==> src/rtl/cdc_arb_pkg.sv <==
// Shared types and width helpers for the CDC transmit arbiter.
package cdc_arb_pkg;

    typedef enum logic [1:0] {
        IDLE      = 2'd0,
        ISSUE     = 2'd1,
        WAIT_LOW  = 2'd2,
        WAIT_HIGH = 2'd3
    } arb_state_t;

    localparam int REQ_CNT_W  = 16;
    localparam int XFER_CNT_W = 32;

    // Source-ID width for a given requester count; never narrower than one bit.
    function automatic int id_width(input int nreq);
        return (nreq <= 2) ? 1 : $clog2(nreq);
    endfunction

    function automatic int cnt_width(input int max_count);
        return (max_count < 2) ? 1 : $clog2(max_count + 1);
    endfunction

endpackage

==> src/rtl/rr_arbiter.sv <==
// Combinational round-robin search: first valid requester strictly above the
// pointer, otherwise the lowest valid one (i.e. wrap-around from pointer+1).
module rr_arbiter
    import cdc_arb_pkg::*;
#(
    parameter int G_NREQ = 4,
    parameter int G_IDW  = id_width(G_NREQ)
) (
    input  logic [G_NREQ-1:0] valid,
    input  logic [G_IDW-1:0]  ptr,
    output logic [G_NREQ-1:0] grant,
    output logic [G_IDW-1:0]  grant_id,
    output logic              any_valid
);

    logic found;

    always_comb begin
        grant    = '0;
        grant_id = '0;
        found    = 1'b0;
        for (int j = 0; j < G_NREQ; j++) begin
            if (!found && valid[j] && (j > int'(ptr))) begin
                found    = 1'b1;
                grant[j] = 1'b1;
                grant_id = G_IDW'(j);
            end
        end
        // Wrapped pass: nothing above the pointer was asking.
        for (int j = 0; j < G_NREQ; j++) begin
            if (!found && valid[j]) begin
                found    = 1'b1;
                grant[j] = 1'b1;
                grant_id = G_IDW'(j);
            end
        end
    end

    assign any_valid = |valid;

endmodule

==> src/rtl/cdc_tx_arbiter.sv <==
// Domain-A scheduler sharing one 2-phase CDC channel between G_NREQ requesters.
// Optional transfer/accept statistics are built when CDC_ARB_STATS_EN is defined.
module cdc_tx_arbiter
    import cdc_arb_pkg::*;
#(
    parameter int G_NREQ    = 4,
    parameter int G_WIDTH   = 8,
    parameter int G_IDW     = 2,
    parameter int G_TIMEOUT = 15
) (
    input  logic                      i_clk,
    input  logic                      i_rst,
    input  logic [G_NREQ-1:0]         i_req_valid,
    input  logic [G_NREQ*G_WIDTH-1:0] i_req_data,
    output logic [G_NREQ-1:0]         o_req_ready,
    output logic                      o_cdc_valid,
    output logic [G_IDW+G_WIDTH-1:0]  o_cdc_data,
    input  logic                      i_cdc_ready,
    output logic                      o_busy,
    output logic [G_IDW-1:0]          o_grant_id,
    output logic                      o_timeout_err
`ifdef CDC_ARB_STATS_EN
    ,
    output logic [XFER_CNT_W-1:0]     o_xfer_count,
    output logic [G_NREQ*REQ_CNT_W-1:0] o_req_count
`endif
);

    localparam int CNT_W = cnt_width(G_TIMEOUT);

    arb_state_t                state_reg, state_next;
    logic [G_IDW-1:0]          ptr_reg;
    logic [G_IDW+G_WIDTH-1:0]  hold_reg;
    logic [G_IDW-1:0]          grant_id_reg;
    logic [CNT_W-1:0]          tmo_cnt_reg;
    logic                      tmo_err_reg;

    logic [G_NREQ-1:0]         win_grant;
    logic [G_IDW-1:0]          win_id;
    logic                      any_valid;
    logic [G_WIDTH-1:0]        req_word [G_NREQ];
    logic                      can_accept;
    logic                      accept;
    logic                      tmo_hit;
    logic [CNT_W-1:0]          tmo_cnt_inc;

    for (genvar gi = 0; gi < G_NREQ; gi++) begin : g_unpack
        assign req_word[gi] = i_req_data[gi*G_WIDTH +: G_WIDTH];
    end

    rr_arbiter #(
        .G_NREQ (G_NREQ),
        .G_IDW  (G_IDW)
    ) u_rr (
        .valid     (i_req_valid),
        .ptr       (ptr_reg),
        .grant     (win_grant),
        .grant_id  (win_id),
        .any_valid (any_valid)
    );

    // Ready is only trusted in IDLE; the stale-high window after issue is
    // absorbed by WAIT_LOW, so no grant can slip in there.
    assign can_accept  = (state_reg == IDLE) && i_cdc_ready && !i_rst;
    assign accept      = can_accept && any_valid;
    assign tmo_cnt_inc = tmo_cnt_reg + CNT_W'(1);
    assign tmo_hit     = (state_reg == WAIT_LOW) && i_cdc_ready
                         && (tmo_cnt_inc == CNT_W'(G_TIMEOUT));

    always_ff @(posedge i_clk) begin
        if (i_rst) begin
            state_reg <= IDLE;
        end else begin
            state_reg <= state_next;
        end
    end

    always_comb begin
        state_next = state_reg;
        case (state_reg)
            IDLE: begin
                if (accept) state_next = ISSUE;
            end
            ISSUE: begin
                state_next = WAIT_LOW;
            end
            WAIT_LOW: begin
                if (!i_cdc_ready) begin
                    state_next = WAIT_HIGH;
                end else if (tmo_hit) begin
                    state_next = IDLE;
                end
            end
            WAIT_HIGH: begin
                if (i_cdc_ready) state_next = IDLE;
            end
            default: state_next = IDLE;
        endcase
    end

    always_comb begin
        o_req_ready = '0;
        if (can_accept) o_req_ready = win_grant;
        o_cdc_valid = (state_reg == ISSUE);
        o_busy      = (state_reg != IDLE);
    end

    always_ff @(posedge i_clk) begin
        if (i_rst) begin
            ptr_reg      <= G_IDW'(G_NREQ - 1);
            hold_reg     <= '0;
            grant_id_reg <= '0;
            tmo_cnt_reg  <= '0;
            tmo_err_reg  <= 1'b0;
        end else begin
            if (accept) begin
                hold_reg     <= {win_id, req_word[win_id]};
                grant_id_reg <= win_id;
                ptr_reg      <= win_id;
            end
            if (state_reg == ISSUE) begin
                tmo_cnt_reg <= '0;
            end else if ((state_reg == WAIT_LOW) && i_cdc_ready) begin
                tmo_cnt_reg <= tmo_cnt_inc;
            end
            if (tmo_hit) tmo_err_reg <= 1'b1;
        end
    end

    assign o_cdc_data    = hold_reg;
    assign o_grant_id    = grant_id_reg;
    assign o_timeout_err = tmo_err_reg;

`ifdef CDC_ARB_STATS_EN
    logic [XFER_CNT_W-1:0] xfer_cnt_reg;

    // Only a full handshake counts; timeouts leave through WAIT_LOW.
    always_ff @(posedge i_clk) begin
        if (i_rst) begin
            xfer_cnt_reg <= '0;
        end else if ((state_reg == WAIT_HIGH) && i_cdc_ready) begin
            xfer_cnt_reg <= xfer_cnt_reg + XFER_CNT_W'(1);
        end
    end

    assign o_xfer_count = xfer_cnt_reg;

    for (genvar gi = 0; gi < G_NREQ; gi++) begin : g_req_cnt
        logic [REQ_CNT_W-1:0] cnt_reg;

        always_ff @(posedge i_clk) begin
            if (i_rst) begin
                cnt_reg <= '0;
            end else if (accept && win_grant[gi] && (cnt_reg != {REQ_CNT_W{1'b1}})) begin
                cnt_reg <= cnt_reg + REQ_CNT_W'(1);
            end
        end

        assign o_req_count[gi*REQ_CNT_W +: REQ_CNT_W] = cnt_reg;
    end
`endif

endmodule
==> config.mk <==
export PLATFORM = sky130hd
export DESIGN_NAME = cdc_tx_arbiter
export DESIGN_NICKNAME = d
export VERILOG_FILES = /design/src/rtl/cdc_arb_pkg.sv /design/src/rtl/rr_arbiter.sv /design/src/rtl/cdc_tx_arbiter.sv
export SDC_FILE = /design/constraint.sdc
export NUM_CORES = 1
export LEC_CHECK = 0
export CORE_ASPECT_RATIO = 0.5
export CORE_MARGIN = 1.5
export CORE_UTILIZATION = 46
export DETAILED_ROUTE_END_ITERATION = 8
export GPL_ROUTABILITY_DRIVEN = 0
export HOLD_SLACK_MARGIN = 0.02
export PLACE_DENSITY_LB_ADDON = 0.12
export SYNTH_ARGS = -nofsm -noshare
export SYNTH_HDL_FRONTEND = slang
export SYNTH_SLANG_ARGS = --single-unit
==> constraint.sdc <==
create_clock -name i_clk -period 6 [get_ports i_clk]
set_clock_uncertainty 0.2 [all_clocks]
set_input_delay 1.2 -clock i_clk [delete_from_list [all_inputs] [get_ports i_clk]]
set_output_delay 1.2 -clock i_clk [all_outputs]
set_load 0.02 [all_outputs]
Word-level counts from Yosys, hierarchy flattened. Cells that the tools add are included.

Multiplexer cells: 28. Bitwise gates (word level): 1. $lt $le $gt $ge: 4. Reductions and logical operators: 26. Add/sub/neg operators: 1. Eq/ne operators: 7.

Operators by type and width (number): $mux W2 (10); $bmux W8 S2 (1); $mux W8 (2); $logic_and A1 B1 Y1 (14); $mux W1 (13); $pmux W2 S4 (1); $logic_not A1 Y1 (7); $add A4 B1 Y4 const B (1); $eq A2 B2 Y1 const B (2); $eq A4 B4 Y1 const B (1); $gt A2 B2 Y1 const A (2); $mux W4 (1); $ne A2 B2 Y1 const B (2); $reduce_or A4 Y1 (1); $ge A3 B3 Y1 const B (1); $ne A3 B3 Y1 const B (1); $not A2 Y3 (1); $reduce_and A3 Y1 (1); $eq A2 B1 Y1 const B (1); $gt A1 B2 Y1 const A (1); $logic_not A2 Y1 (1); $reduce_bool A2 Y1 (1); $reduce_or A2 Y1 (1).

Output and inout port bits: 19. Logic and storage cells: 73. Flip-flop bits (word level): 21. Input port bits: 39.

Longest topological paths before layout. Gate-level depths: netlist of the first run.

Depth after elaboration: 27. Gate-level depth with buffers: 7. Mapped depth without buffers: 5.

By module. A second synthesis of the first run with hierarchy kept.

Cells, all modules: 147. Area total of the unflattened synthesis: 1313.8 um^2.

By module, submodules not included: cdc_tx_arbiter (area each 1162.4 um^2, cells each 123, sequential area each 380.4 um^2, instances 1); rr_arbiter (area each 151.4 um^2, cells each 24, sequential area each 0.0 um^2, instances 1).

Worst setup path before layout of the first run. No wires, ideal clock.

Kind: input to output. Start: input i_req_valid[1]. End: output o_req_ready[1]. Path buffers: 1. Cell stages on the path: 5. Data required time: 4.600 ns. Setup slack: 2.608 ns. Data arrival time: 1.992 ns. Path through: clkbuf_8 a21oi_1 o22ai_1 a2bb2oi_1 nor2_1.

Longest elaborated chain between the ends: 17.

Ends and longest elaborated chain: start: declaration (line cdc_tx_arbiter.sv:13) `input logic [G_NREQ-1:0] i_req_valid,`; $logic_and A1 B1 Y1 (line rr_arbiter.sv:23) `if (!found && valid[j] && (j > int'(ptr))) begin`; $mux W1 (line rr_arbiter.sv:23); $logic_not A1 Y1 (line rr_arbiter.sv:23); $logic_and A1 B1 Y1 (2 in a row) (line rr_arbiter.sv:23); $mux W1 (line rr_arbiter.sv:23); $logic_not A1 Y1 (line rr_arbiter.sv:23); $logic_and A1 B1 Y1 (2 in a row) (line rr_arbiter.sv:23); $mux W1 (line rr_arbiter.sv:23); $logic_not A1 Y1 (line rr_arbiter.sv:31) `if (!found && valid[j]) begin`; $logic_and A1 B1 Y1 (line rr_arbiter.sv:31); $mux W1 (line rr_arbiter.sv:31); $logic_not A1 Y1 (line rr_arbiter.sv:31); $logic_and A1 B1 Y1 (line rr_arbiter.sv:31); $mux W1 (*) (line rr_arbiter.sv:31); $mux W4 (*) (line cdc_tx_arbiter.sv:103) `if (can_accept) o_req_ready = win_grant;`; end: declaration (line cdc_tx_arbiter.sv:15) `output logic [G_NREQ-1:0] o_req_ready,`.

Mark *: on every way between the ends. The rest lies on a longest branch, timed or not.

Final worst setup path of the first run.
Start: input i_rst. End: output o_req_ready[2].

Longest elaborated chain between the ends: 3.

Ends and longest elaborated chain: start: declaration (line cdc_tx_arbiter.sv:12) `input logic i_rst,`; $logic_not A1 Y1 (line cdc_tx_arbiter.sv:64) `assign can_accept = (state_reg == IDLE) && i_cdc_ready && !i_rst;`; $logic_and A1 B1 Y1 (line cdc_tx_arbiter.sv:64); $mux W4 (line cdc_tx_arbiter.sv:103).

Every way passes these cells.

==> results.sh, run 1 <==
export IMPL_max_slew_worst_pin_slew_ps=820.5
export IMPL_worstSetupEndpoint="o_req_ready[2]"
export IMPL_ios=58
export IMPL_dr_total_vias=1326
export IMPL_worstReg2RegEnd="o_cdc_data[0]"
export IMPL_clk_latency_ps=260
export IMPL_irDropWorstVdd_uv=94.18
export IMPL_cts_buffers=3
export IMPL_slew_viol_final=0
export IMPL_dr_pass1_iters=4
export IMPL_holdBufCountCts=0
export IMPL_slowest_delay_ps=690
export IMPL_cp_required_ps=4600
export IMPL_power_total_uw=382.8
export IMPL_fp_dieH_um=41.66
export IMPL_ys_warnings_count=0
export IMPL_critPathLaunch="i_rst"
export IMPL_nets=255
export IMPL_drcViolationCount=0
export IMPL_syn_avg_cell_area_sq_um=8.436
export IMPL_dp_slack_ps=1377
export IMPL_grt_pass1_vias=1203
export IMPL_min_from="o_cdc_data[0]"
export IMPL_coreArea_sq_mm=0.002716
export IMPL_r2r_start="ptr_reg[1]"
export IMPL_syn_instance_count=163
export IMPL_timing_final_ws_setup_ps=1410
export IMPL_powerDensity_mw_per_mm2=197.1
export IMPL_synth_seq_cells=19
export IMPL_fp_row_count=13
export IMPL_grt_pass1_wl_um=5202
export IMPL_status="completed"
export IMPL_area_growth_pct=41.22
export IMPL_cts_tree="built"
export IMPL_clk_path_buf_depth=2
export IMPL_fin_crit_ps=4590
export IMPL_r2r_slack_ps=3550
export IMPL_grt_max_degree=16
export IMPL_portBuffers=57
export IMPL_initial_utilization=0.5062
export IMPL_n_antenna_cell=0
export IMPL_fin_crit_sh=0.7650
export IMPL_cp_start_kind="input port"
export IMPL_cts_resized=0
export IMPL_grt_total_usage=0.1986
export IMPL_worst_path_most_repeated_cell="clkdlybuf4s50_1"
export IMPL_fin_util=0.7149
export IMPL_syn_nets=204
export IMPL_synthArstFlopShare=0
export IMPL_antenna_found_initial=0
export IMPL_wirelength_um=3221
export IMPL_worst_setup_path_type="input port to primary output"
export IMPL_cp_end_kind="primary output"
export IMPL_cp_slowest_cell="clkdlybuf4s50_1"
export IMPL_synth_edf_count=0
export IMPL_drv_cap=0
export IMPL_hp_class="flop to flop"
export IMPL_wire_per_inst_um=12.88
export IMPL_slew_headroom=0.4518
export IMPL_synthFlopType="dfxtp_1"
export IMPL_cp_cell_sequence="clkdlybuf4s50_1 -> nor4b_4 -> o2111a_1 -> clkdlybuf4s50_1"
export IMPL_ys_seq_area_frac=0.2766
export IMPL_netlist_area_sq_mm=0.001375
export IMPL_vias_per_cell=5.304
export IMPL_dpl_hpwl_um=2399
export IMPL_die_width_um=80.32
export IMPL_yosysUniqueCellTypes=51
export IMPL_arrival_ps=3190
export IMPL_cts_setup_buffers=0
export IMPL_grt_ovfl_total=0
export IMPL_rsz0062_at_grt="false"
export IMPL_crit_path_max_fanout=11
export IMPL_htreeDepth=1
export IMPL_ant_nets=0
export IMPL_largest_register_ffs=10
export IMPL_power_leakage_nw=0.7988
export IMPL_die_area_sq_mm=0.003346
export IMPL_cts_reportedPaths_clkPinSlew_ps=70
export IMPL_setup_viol=0
export IMPL_cts_sinks=19
export IMPL_r2r_cells=5
export IMPL_drt_initial_drc_count=28
export IMPL_clockRootBuffer="clkbuf_8"
export IMPL_fmax_mhz=217.9
export IMPL_fin_setup_tns_ps=0
export IMPL_layout_drive_gt1_share=0.09390
export IMPL_finalHoldViolCount=0
## report_power, final
group / total [mW] / leakage [nW] / switching, mW / internal [mW]
Sequential: 0.151 / 0.155 / 0.0132 / 0.138
Clock: 0.0928 / 0.0255 / 0.0466 / 0.0463
Combinational: 0.139 / 0.618 / 0.0655 / 0.0735
## routing by layer
metal,track usage,share of wire,vias up
met4,0.04138,0.0056,0
met2,0.3361,0.47,36
li1,-,-,680
met3,0.08352,0.069,2
met1,0.2358,0.46,608
met5,0,0,-
## cell usage in the layout, fill, tap and decap left out, types with 2 or more instances in the layout
cell	Yosys	layout
o22ai_1	2	2
and3_1	8	8
nor2_1	17	17
o21bai_1	2	2
o21ai_1	3	3
clkdlybuf4s50_1	0	57
a21boi_0	8	8
o211ai_2	3	3
o21ai_0	9	9
a21oi_1	8	8
inv_1	6	6
clkbuf_8	1	3
nor2b_1	2	2
mux2i_1	9	9
a22oi_1	3	3
dfxtp_1	19	19
ha_1	2	2
nand2_1	19	19
o211ai_1	4	4
## layout make-up
type / count / area [sq um]
clock inverter: 1 / 5.005
timing repair buffer: 57 / 570.5
fill: 225 / 774.5
sequential: 19 / 380.4
multi-input combinational: 127 / 875.8
tap: 37 / 46.29
clock buffer: 3 / 41.29
inverter: 6 / 22.52
## worst min-delay path by stage
stage                                end  slack (ps)  depth (start not counted)
after detailed placement   o_cdc_data[0]         260                          2
final                      o_cdc_data[0]         280                          2
after global routing       o_timeout_err         320                          2
after floorplan           tmo_cnt_reg[1]         340                          2
after CTS                  o_cdc_data[0]         280                          2
after global placement     o_cdc_data[0]         250                          2
## through the flow
stage          instance area, sq um  std cells  hold slack, ps
2_1_floorplan                  1375        163           338.5
4_1_cts                        1942        250           284.2
5_1_grt                        1942        250           318.9
6_report                       1942        250           281.2
3_5_place_dp                   1896        246           257.3
3_3_place_gp                   1896        246           251.6
## cells in the mapped netlist, drive strengths merged (2+ instances only)
library cell | n | area [sq um]
nor2b | 3 | 21.27
a22oi | 4 | 43.79
a21oi | 8 | 40.04
inv | 6 | 22.52
and2 | 2 | 15.02
and3 | 9 | 57.56
mux2i | 9 | 90.09
dfxtp | 19 | 380.4
ha | 2 | 25.02
nand2 | 19 | 71.32
nor2 | 18 | 83.83
buf | 8 | 75.07
o21ai | 13 | 76.32
o211ai | 7 | 67.57
a21boi | 9 | 71.32
clkbuf | 3 | 21.27
o22ai | 2 | 12.51
o21bai | 2 | 15.01
## critical path, delay by kind of cell
family	cells	cell delay, ps
buffers and inverters	2	1290
and+or+nand+nor	1	450
AOI/OAI and AO/OA	1	240
## kinds of logic after synthesis
kind of cell               after synthesis  synth area share
adders and majority gates                2           0.01820
muxes                                   10           0.07371
DFF                                     19            0.2766
and+or+nand+nor                         60            0.2411
buffers and inverters                   17           0.08644
xor gates and xnor gates                 2           0.01274
AOI/OAI and AO/OA                       53            0.2912
No activity file was read; power rests on OpenSTA's default activity.
==> run 2: changes to the inputs <==
Settings changed: CORE_UTILIZATION 46 to 42.
Clock period 6 ns to 4.27 ns, I/O delays scaled along.
==> results.sh, run 2 (synthesis gave the netlist of run 1 again) <==
export IMPL_cp_end_kind="primary output"
export IMPL_fp_row_count=14
export IMPL_initial_utilization=0.4486
export IMPL_htreeDepth=1
export IMPL_powerDensity_mw_per_mm2=274.8
export IMPL_pwr_share_comb=0.366
export IMPL_clockRootBuffer="clkbuf_8"
export IMPL_setup_viol=0
export IMPL_cp_required_ps=3220
export IMPL_cts_tree="built"
export IMPL_final_cell_mix="clkdlybuf4s50_1 (57), nand2_1 (19), dfxtp_1 (19), nor2_1 (17)"
export IMPL_irDropWorstVdd_uv=124.2
export IMPL_drv_cap=0
export IMPL_arrival_ps=2630
export IMPL_die_width_um=83.92
export IMPL_pwr_share_clk=0.239
export IMPL_clk_path_buf_depth=2
export IMPL_fillers=285
export IMPL_largest_register_ffs=10
export IMPL_min_to="o_timeout_err"
export IMPL_grt_max_degree=16
export IMPL_fin_crit_ps=3687
export IMPL_slowest_delay_ps=600
export IMPL_fp_dieH_um=43.46
export IMPL_cts_reportedPaths_clkPinSlew_ps=80
export IMPL_cts_setup_buffers=0
export IMPL_switching_share=0.3255
export IMPL_r2r_slack_ps=2010
export IMPL_cp_num_buf_inv=2
export IMPL_cp_start_kind="input port"
export IMPL_cp_cell_sequence="clkdlybuf4s50_1 -> nor4b_4 -> o2111a_1 -> clkdlybuf4s50_1"
export IMPL_antenna_found_initial=0
export IMPL_wirelength_um=3237
export IMPL_rsz0062_at_grt="false"
export IMPL_cts_buffers=3
export IMPL_seqPwrFrac=0.395
export IMPL_r2r_cells=5
export IMPL_internal_power_uw=363.4
export IMPL_crit_path_max_fanout=7
export IMPL_dr_pass1_iters=4
export IMPL_nets=257
export IMPL_cpLargestDelayFamily="buffers and inverters"
export IMPL_placed_cells=251
export IMPL_dpl_hpwl_um=2491
export IMPL_slew_headroom=0.6012
export IMPL_fin_crit_sh=0.8635
export IMPL_ant_nets=0
export IMPL_worstReg2RegEnd="o_cdc_data[7]"
export IMPL_final_cells=255
export IMPL_grt_total_usage=0.1885
export IMPL_fmax_mhz=271.2
export IMPL_portBuffers=57
export IMPL_max_slew_worst_pin_slew_ps=593.1
export IMPL_final_common_cell="clkdlybuf4s50_1"
export IMPL_min_from="o_timeout_err"
export IMPL_dr_total_vias=1339
export IMPL_worst_path_most_repeated_cell="clkdlybuf4s50_1"
export IMPL_cts_resized=0
export IMPL_ios=58
export IMPL_die_area_sq_mm=0.003647
export IMPL_layout_drive_gt1_share=0.1023
export IMPL_n_antenna_cell=0
export IMPL_worst_setup_path_type="input port to primary output"
export IMPL_wire_per_inst_um=12.69
export IMPL_coreArea_sq_mm=0.003065
export IMPL_status="completed"
export IMPL_finalHoldViolCount=0
export IMPL_power_leakage_nw=0.8081
export IMPL_power_total_uw=538.8
export IMPL_cts_sinks=19
export IMPL_switching_power_uw=175.4
export IMPL_clk_latency_ps=260
export IMPL_vias_per_cell=5.251
export IMPL_fin_setup_tns_ps=0
export IMPL_area_growth_pct=42.58
export IMPL_grt_pass1_vias=1203
export IMPL_holdBufCountCts=0
export IMPL_hp_class="flop to flop"
export IMPL_slew_viol_final=0
export IMPL_r2r_start="ptr_reg[1]"
export IMPL_grt_pass1_wl_um=5444
export IMPL_cp_slowest_cell="clkdlybuf4s50_1"
export IMPL_grt_ovfl_total=0
export IMPL_drt_initial_drc_count=71
export IMPL_holdPathStages=2
export IMPL_drcViolationCount=0
## run 2: changes by cell type in the layout (fill, tap and decap cells not counted)
cell / previous run / this run
buf_4: 0 / 2
## run 2: routing by layer
layer  vias to the layer above  global-route usage  routed length [um]
li1                        689                   -                   -
met1                       607              0.2209                1429
met2                        41              0.3355                1530
met3                         2             0.06857                 259
met4                         0             0.05246                  18
met5                         -                   0                   0
## run 2: cell type report
type | instances | area [sq um] | share of cell area
clock buffer | 3 | 41.29 | 0.02106
timing repair buffer | 59 | 585.6 | 0.2987
inverter | 6 | 22.52 | 0.01149
tap | 40 | 50.05 | 0.02553
sequential | 19 | 380.4 | 0.1940
multi-input combinational | 127 | 875.8 | 0.4467
clock inverter | 1 | 5.005 | 0.002553
## run 2: worst max path at each step
stage | from | to | slack (ps) | cells after the start
floorplan | i_req_valid[1] | o_req_ready[1] | 1570 | 5
global placement | i_cdc_ready | o_req_ready[3] | 620 | 4
detailed placement | i_cdc_ready | o_req_ready[2] | 570 | 4
CTS | i_cdc_ready | o_req_ready[2] | 570 | 4
global route | i_req_valid[1] | o_req_ready[1] | 460 | 6
finish | i_cdc_ready | o_req_ready[2] | 580 | 4
## run 2: worst min-delay path, stage by stage, from the launching register on
cell and delay [ps]:
dfxtp_1 330, a31oi_1 40, nor2_1 70
## run 2: per-stage QoR
| step | cell area (sq um) | worst slack [ps] | hold WS [ps] | util |
|---|---|---|---|---|
| 6_report | 1961 | 583.1 | 281.8 | 0.6396 |
| 5_1_grt | 1961 | 457.9 | 302.2 | 0.6396 |
| 4_1_cts | 1961 | 571.3 | 287.0 | 0.6396 |
| 3_5_place_dp | 1914 | 570.8 | 256.4 | 0.6245 |
| 3_3_place_gp | 1914 | 616.9 | 252.1 | 0.6245 |
| 2_1_floorplan | 1375 | 1570 | 338.5 | - |
## run 2: power by group through the flow
stage | Clock, mW | Combinational (mW) | Sequential [mW]
2_1_floorplan | 0 | 0.118 | 0.222
3_3_place_gp | 0 | 0.195 | 0.216
3_5_place_dp | 0 | 0.198 | 0.217
4_1_cts | 0.134 | 0.199 | 0.213
5_1_grt | 0.142 | 0.215 | 0.216
6_report | 0.129 | 0.197 | 0.213
==> run 3: changes to the inputs <==
Settings changed: CORE_ASPECT_RATIO 0.5 to not set, CORE_UTILIZATION 42 to 62, DONT_BUFFER_PORTS set to 1.
==> results.sh, run 3 (synthesis gave the netlist of run 1 again) <==
export IMPL_coreArea_sq_mm=0.002022
export IMPL_setup_viol=0
export IMPL_seqPwrFrac=0.537
export IMPL_initial_utilization=0.6801
export IMPL_wirelength_um=2773
export IMPL_switching_power_uw=151.5
export IMPL_vias_per_cell=6.251
export IMPL_final_cell_mix="nand2_1 (19), dfxtp_1 (19), nor2_1 (17), o21ai_0 (9), mux2i_1 (9)"
export IMPL_fin_setup_tns_ps=0
export IMPL_drt_initial_drc_count=21
export IMPL_cp_num_buf_inv=1
export IMPL_whs_ps=398.2
export IMPL_drcViolationCount=0
export IMPL_fp_dieH_um=50.10
export IMPL_max_slew_worst_pin_slew_ps=785.0
export IMPL_arrival_ps=1860
export IMPL_slew_viol_final=0
export IMPL_dr_pass1_iters=4
export IMPL_layout_drive_gt1_share=0.1218
export IMPL_portBuffers=0
export IMPL_switching_share=0.3530
export IMPL_fmax_mhz=343.4
export IMPL_dr_max_layer_used="met4"
export IMPL_cts_tree="built"
export IMPL_powerDensity_mw_per_mm2=320.7
export IMPL_dr_total_vias=1144
export IMPL_cts_buffers=3
export IMPL_finalHoldViolCount=0
export IMPL_wire_per_inst_um=15.15
export IMPL_crit_path_max_fanout=10
export IMPL_min_from="o_cdc_data[2]"
export IMPL_irDropWorstVdd_uv=230.5
export IMPL_holdBufCountCts=0
export IMPL_cp_required_ps=3220
export IMPL_drv_cap=0
export IMPL_cp_start_kind="flop"
export IMPL_fin_crit_ps=2912
export IMPL_clk_path_buf_depth=2
export IMPL_ant_nets=0
export IMPL_slowest_delay_ps=580
export IMPL_r2r_start="ptr_reg[1]"
export IMPL_fin_crit_sh=0.6820
export IMPL_wl_met1_um=1245
export IMPL_grt_total_usage=0.2403
export IMPL_clk_latency_ps=300
export IMPL_nets=198
export IMPL_grt_pass1_wl_um=4595
export IMPL_die_width_um=50.10
export IMPL_cts_setup_buffers=0
export IMPL_pwr_share_clk=0.215
export IMPL_cp_slowest_cell="dfxtp_1"
export IMPL_grt_pass1_vias=1086
export IMPL_fp_row_count=16
export IMPL_grt_ovfl_total=0
export IMPL_area_growth_pct=-2.639
export IMPL_largest_register_ffs=10
export IMPL_die_area_sq_mm=0.002510
export IMPL_cts_sinks=19
export IMPL_power_leakage_nw=0.5732
export IMPL_rsz0062_at_grt="false"
export IMPL_cts_reportedPaths_clkPinSlew_ps=110
export IMPL_htreeDepth=1
export IMPL_dpl_hpwl_um=2089
export IMPL_slew_headroom=0.4756
export IMPL_antenna_found_initial=0
export IMPL_cp_cell_sequence="inv_1 -> a21oi_1 -> o22ai_1 -> a2bb2oi_1 -> nor2_1"
export IMPL_cpLargestDelayFamily="flip-flops"
export IMPL_status="completed"
export IMPL_cp_end_kind="primary output"
export IMPL_n_antenna_cell=0
export IMPL_worst_setup_path_type="flop to primary output"
export IMPL_critPathLaunch="ptr_reg[1]"
export IMPL_wl_met2_um=1318
export IMPL_wl_met3_um=159
export IMPL_cts_resized=0
export IMPL_clockRootBuffer="clkbuf_4"
export IMPL_ios=58
export IMPL_grt_max_degree=16
export IMPL_pwr_share_comb=0.248
export IMPL_internal_power_uw=277.8
export IMPL_hp_class="flop to flop"
run 3: changes by cell type in the layout (fill, tap and decap cells not counted):
| cell | previous run | this run |
|---|---|---|
| clkinv_2 | 1 | 0 |
| clkdlybuf4s50_1 | 57 | 0 |
| clkbuf_1 | 0 | 1 |
| clkbuf_4 | 0 | 3 |
| buf_4 | 2 | 0 |
| clkbuf_8 | 3 | 0 |
run 3: worst paths after layout:
| path | slack (ps) | cells past startpoint | to |
|---|---|---|---|
| setup / recovery | 1360 | 5 | o_req_ready[1] |
| hold / removal | 400 | 2 | o_cdc_data[2] |
| setup reg to reg | 1830 | 5 | o_cdc_data[0] |
| hold reg to reg | 400 | 2 | o_cdc_data[2] |
run 3: worst register-to-register path, stage by stage (launching register included):
cell      delay (ps)
dfxtp_1          580
a21boi_0         150
o21bai_1         650
and2_4           390
mux2i_1          250
o221ai_2         110
run 3: layout make-up:
| cell class | instances | area, sq um |
|---|---|---|
| flip-flops and latches | 19 | 380.4 |
| inverters | 6 | 22.52 |
| fillers | 170 | 683.2 |
| multi-input cells | 127 | 875.8 |
| clock buffers | 4 | 26.28 |
| well taps | 27 | 33.78 |
run 3: through the flow:
stage	std cells	cell area, sq um	setup WS [ps]	power, mW	utilization
global route	183	1339	1231	0.4550	0.6621
CTS	183	1339	1375	0.4309	0.6621
global placement	179	1313	1616	0.3362	0.6491
finish	183	1339	1358	0.4293	0.6621
detailed placement	179	1313	1536	0.3415	0.6491
floorplan	163	1375	1570	0.3400	-
run 3: power groups by stage:
stage	clock network, mW	logic (mW)	registers [mW]
6_report	0.0924	0.107	0.230
5_1_grt	0.104	0.118	0.234
4_1_cts	0.0936	0.107	0.230
3_3_place_gp	0	0.103	0.234
3_5_place_dp	0	0.107	0.234
2_1_floorplan	0	0.118	0.222
run 3: routing by layer:
| metal | vias to the layer above | track usage |
|---|---|---|
| met4 | 0 | 0.1250 |
| met3 | 4 | 0.04545 |
| met5 | - | 0 |
| met1 | 532 | 0.2871 |
| li1 | 568 | - |
| met2 | 40 | 0.4035 |
==> RTL edit 1 (config.mk and constraints of run 3) <==
Put one more register stage on the output `o_timeout_err`. The value now appears one clock later. The other outputs are not delayed to match.
--- a/src/rtl/cdc_tx_arbiter.sv
+++ b/src/rtl/cdc_tx_arbiter.sv
@@ -129,7 +129,9 @@
 
     assign o_cdc_data    = hold_reg;
     assign o_grant_id    = grant_id_reg;
-    assign o_timeout_err = tmo_err_reg;
+    always_ff @(posedge i_clk) begin
+        o_timeout_err <= tmo_err_reg;
+    end
 
 `ifdef CDC_ARB_STATS_EN
     logic [XFER_CNT_W-1:0] xfer_cnt_reg;
Check against the original RTL: no difference found for any inputs over 10 cycles, from zero or initial values and one cycle with i_rst high; that may be too few to reach the edited logic, so the function may still have changed.
==> RTL edit 1 against run 3 <==
  * Routed wire length grew 3.1%
  * Setup slack gained 0.024 ns
  * Largest power group unchanged
  * Power grew 17%
  * Area after synthesis grew 1.5%
  * Critical path type unchanged
  * Sequential cell count grew 1
  * Critical path depth is the same
  * Highest routed layer unchanged
  * Cell area grew 3.8%
  * Sequential power grew 4%
==> RTL edit 1: results (changes against run 3) <==
Parameter                              Value

Outcome
  Outcome    finished clean (unchanged)

Global routing
  Number of global-route vias before repair    1057 (was 1086)
  Maximum number of pins on one net before global-route repair    18 (was 16)
  Global routing usage summed across all routing layers    0.233 (was 0.240)
  Global-route wire length before repair    4620 um (was 4600 um)

Detailed routing
  Total vias in the final route    1175 (was 1144)
  Count of TritonRoute iterations in the first routing pass    5 (was 4)
  DRC marker count from the first detailed-route iteration    37 (was 21)
  Mean routed wirelength per cell    15.5 um (was 15.2 um)
  Via density per instance    6.35 (was 6.25)

Place
  HPWL after DPL    2150 um (was 2090 um)
  Number of port buffers    0 (unchanged)
  Worst Setup Slack post-DPL    1.63 ns (was 1.54 ns)
  DP Area    1340 um2 (was 1310 um2)
  Placed insts    181 (was 179)

Worst setup path
  Data arrival time of the critical path    1.83 ns (was 1.86 ns)
  R2R Setup Slk    2.06 ns (was 1.83 ns)

Yosys
  Per-instance average area after synthesis    8.46 um2 (was 8.44 um2)
  Post-synthesis sequential area ratio    0.287 (was 0.277)
  Dominant register cell in the synthesized netlist    sky130_fd_sc_hd__dfxtp_1 (unchanged)
  Largest cells by area after synthesis    sky130_fd_sc_hd__dfxtp_1 (29%), sky130_fd_sc_hd__mux2i_1 (5.7%), sky130_fd_sc_hd__nand2_1 (5.1%) (was sky130_fd_sc_hd__dfxtp_1 (28%), sky130_fd_sc_hd__mux2i_1 (6.6%), sky130_fd_sc_hd__nand2_1 (5.2%))
  Unique masters post-synth    50 (was 51)
  Nets in the synthesized netlist    206 (was 204)
  Commonest cells in the synthesized netlist    sky130_fd_sc_hd__dfxtp_1 (20), sky130_fd_sc_hd__nand2_1 (19), sky130_fd_sc_hd__nor2_1 (17), sky130_fd_sc_hd__o21ai_0 (13), sky130_fd_sc_hd__a21boi_0 (9) (was sky130_fd_sc_hd__dfxtp_1 (19), sky130_fd_sc_hd__nand2_1 (19), sky130_fd_sc_hd__nor2_1 (17), sky130_fd_sc_hd__mux2i_1 (9), sky130_fd_sc_hd__o21ai_0 (9))

Timing
  Maximum clock rate    0.346 GHz (was 0.343 GHz)
  Worst relative slew slack    0.606 (was 0.476)
  Worst Hold Slack    0.159 ns (was 0.398 ns)

Layout
  Final Net Count    200 (was 198)
  Layout cell share with drive strength beyond 1    0.146 (was 0.122)

Min path
  Path class of the lowest-slack min-delay path    reg2reg (unchanged)

CTS
  Number of buffers inserted to repair setup after CTS    0 (unchanged)

Power
  Static leakage power    0.000586 uW (was 0.000573 uW)
  IR drop worst, VDD    0.235 mV (was 0.230 mV)
  Internal power consumption    346 uW (was 278 uW)
[RTL edit 1: path summary, 6_finish.rpt]
check	end	start	cells after the start
max	o_req_ready[1]	ptr_reg[1]$_SDFFE_PP1P_	5
min	o_timeout_err$_DFF_P_	tmo_err_reg$_SDFFE_PP0P_	0
max reg2reg	o_cdc_data[5]$_SDFFE_PP0P_	ptr_reg[1]$_SDFFE_PP1P_	5
min reg2reg	o_timeout_err$_DFF_P_	tmo_err_reg$_SDFFE_PP0P_	0
[RTL edit 1: kinds of logic (layout without fill, tap and decap cells)]
kind of cell	Yosys count	count (layout)	share of synthesized area
AOI/OAI and AO/OA	55	55	0.283
adders and majority gates	2	2	0.0179
and+or+nand+nor	61	61	0.253
DFF	20	20	0.287
xor gates and xnor gates	2	2	0.0126
buffers and inverters	16	9	0.0789
muxes	9	9	0.0682
[RTL edit 1: area by class of cell]
class                   count  area (um2)
fillers                   185         652
clock inverters             1        30.0
flip-flops and latches     20         400
well taps                  27        33.8
multi-input cells         129         885
clock buffers               3        22.5
inverters                   5        18.8
[RTL edit 1: power groups by stage]
stage / sequential, uW / combinational [uW] / clock [uW]
floorplan: 231 / 116 / 0
global placement: 243 / 102 / 0
detailed placement: 244 / 106 / 0
CTS: 240 / 107 / 158
global route: 243 / 117 / 164
finish: 240 / 107 / 156
[RTL edit 1: critical path: stages, from the launching register on]
cell and delay [ns]:
sky130_fd_sc_hd__dfxtp_1 0.57, sky130_fd_sc_hd__inv_1 0.21, sky130_fd_sc_hd__a21oi_1 0.17, sky130_fd_sc_hd__o22ai_1 0.12, sky130_fd_sc_hd__a2bb2oi_1 0.15, sky130_fd_sc_hd__nor2_1 0.32
[RTL edit 1: routing by layer]
metal,global-route usage,part of all wire
met1,0.299,0.43
met2,0.395,0.50
met3,0.0476,0.069
met4,0.0631,0.0017
met5,0,0
==> RTL edit 2 (settings of run 3) <==
Made on the original files. Change the parameter `G_TIMEOUT` from 15 to 17.
--- a/src/rtl/cdc_tx_arbiter.sv
+++ b/src/rtl/cdc_tx_arbiter.sv
@@ -6,7 +6,7 @@
     parameter int G_NREQ    = 4,
     parameter int G_WIDTH   = 8,
     parameter int G_IDW     = 2,
-    parameter int G_TIMEOUT = 15
+    parameter int G_TIMEOUT = 17
 ) (
     input  logic                      i_clk,
     input  logic                      i_rst,
Check against the original RTL: same outputs for any inputs over 10 cycles, from zero or initial values and one cycle with i_rst high; that may be too few to reach the edited logic, so the function may still have changed.
==> RTL edit 2 against run 3 <==
  * Cell area increased by 5.5%
  * Utilization decreased by 1.7 points
  * Sequential cell count increased by 1
  * Setup slack improved by 0.14 ns
  * Power increased by 8.1%
  * Routed wire length increased by 7.6%
  * Area after synthesis increased by 3.4%
  * Final cell count decreased by 0.55%
  * Critical path type unchanged
  * Critical endpoint unchanged
  * Largest power group unchanged
==> RTL edit 2: results (changes against run 3) <==
Parameter                              Value

Global routing
  Number of global-route vias before repair    1136 (was 1086)
  Global-route wire length before repair    5040 um (was 4600 um)
  Number of antenna violations at the first check in global routing    0 (unchanged)
  Maximum number of pins on one net before global-route repair    12 (was 16)
  Global routing usage summed across all routing layers    0.249 (was 0.240)

Min path
  Path class of the lowest-slack min-delay path    reg2reg (unchanged)

CTS
  CTS Buf Count    3 (unchanged)
  Number of buffers inserted to repair setup after CTS    0 (unchanged)
  Clock edge transition at the registers on the reported setup and hold paths    0.11 ns (about the same)

Layout
  Antenna diodes    0 (unchanged)
  Flip-flop count of the largest register, all copies and words added    10 (unchanged)
  Layout cell share with drive strength beyond 1    0.149 (was 0.122)

Yosys
  Nets in the synthesized netlist    201 (was 204)
  Unique masters post-synth    47 (was 51)
  Largest cells by area after synthesis    sky130_fd_sc_hd__dfxtp_1 (28%), sky130_fd_sc_hd__o211ai_2 (7.0%), sky130_fd_sc_hd__mux2i_1 (5.6%) (was sky130_fd_sc_hd__dfxtp_1 (28%), sky130_fd_sc_hd__mux2i_1 (6.6%), sky130_fd_sc_hd__nand2_1 (5.2%))
  Post-synthesis sequential area ratio    0.282 (was 0.277)
  Commonest cells in the synthesized netlist    sky130_fd_sc_hd__dfxtp_1 (20), sky130_fd_sc_hd__nor2_1 (18), sky130_fd_sc_hd__nand2_1 (13), sky130_fd_sc_hd__nand4_1 (9) (was sky130_fd_sc_hd__dfxtp_1 (19), sky130_fd_sc_hd__nand2_1 (19), sky130_fd_sc_hd__nor2_1 (17), sky130_fd_sc_hd__mux2i_1 (9), sky130_fd_sc_hd__o21ai_0 (9))

Outcome
  Outcome    finished clean (unchanged)

Place
  HPWL after DPL    2260 um (was 2090 um)
  Number of port buffers    0 (unchanged)

Worst setup path
  Data arrival time of the critical path    1.72 ns (was 1.86 ns)
  Largest fanout of any net on the critical path    9 (was 10)

Detailed routing
  DRC marker count from the first detailed-route iteration    19 (was 21)
  Mean routed wirelength per cell    16.4 um (was 15.2 um)
  Total vias in the final route    1213 (was 1144)

Timing
  Actual transition at the worst max-transition pin    0.918 ns (was 0.785 ns)

Run
  Max-capacitance violation count    0 (unchanged)

Power
  Static leakage power    0.000571 uW (was 0.000573 uW)
  IR drop worst, VDD    0.197 mV (was 0.230 mV)
## RTL edit 2: changes by cell type after synthesis, sizes merged, moves of 5 or more
cell,change
nand2,-5
o21ai,-9
o31ai,+7
a21boi,-9
nand4,+9
and3,-8
a211o,+8
## RTL edit 2: final timing paths
kind                                from                     endpoint  slack [ns]  cells after the start
min          tmo_cnt_reg[4]$_SDFFE_PP0P_  tmo_cnt_reg[4]$_SDFFE_PP0P_        0.38                      2
max reg2reg      ptr_reg[0]$_SDFFE_PP1P_   o_cdc_data[6]$_SDFFE_PP0P_        1.92                      5
max              ptr_reg[1]$_SDFFE_PP1P_               o_req_ready[1]        1.50                      5
min reg2reg  tmo_cnt_reg[4]$_SDFFE_PP0P_  tmo_cnt_reg[4]$_SDFFE_PP0P_        0.38                      2
## RTL edit 2: kinds of logic after synthesis
kind of cell	after synthesis	synth area share
adder cells (fa/ha/maj)	2	0.0176
buffers and inverters	16	0.0722
flip-flops	20	0.282
XOR/XNOR	4	0.0247
AO/OA/AOI/OAI	49	0.284
multiplexers	8	0.0563
AND/OR/NAND/NOR	61	0.263
## RTL edit 2: cell type report
type,instances,area (um2)
inverter,6,22.5
tap,28,35.0
multi-input combinational,124,918
clock buffer,4,36.3
sequential,20,400
fill,179,778
## RTL edit 2: report_power, final
group          switching [uW]  total (uW)  internal [uW]
sequential               33.7         237            203
clock                    57.6         109           51.9
combinational            69.3         118           48.8
total                     160         464            304
## RTL edit 2: critical path: stages (launching register included)
cell,delay [ns]
sky130_fd_sc_hd__dfxtp_1,0.52
sky130_fd_sc_hd__inv_1,0.16
sky130_fd_sc_hd__a21oi_1,0.16
sky130_fd_sc_hd__o22ai_1,0.11
sky130_fd_sc_hd__a2bb2oi_1,0.16
sky130_fd_sc_hd__nor2_1,0.32
## RTL edit 2: per-layer routing
metal / wire, um / vias to the layer above / global-route usage
met5: 0 / - / 0
met4: 35 / 0 / 0.0405
met3: 224 / 6 / 0.0439
met2: 1410 / 54 / 0.434
met1: 1310 / 573 / 0.327
li1: - / 580 / -
## RTL edit 2: stage by stage
| stage | worst slack, ns | instances | cell area, um2 |
|---|---|---|---|
| global placement | 1.50 | 178 | 1380 |
| CTS | 1.51 | 182 | 1410 |
| finish | 1.50 | 182 | 1410 |
| global route | 1.39 | 182 | 1410 |
| detailed placement | 1.48 | 178 | 1380 |
| floorplan | 1.49 | 160 | 1420 |
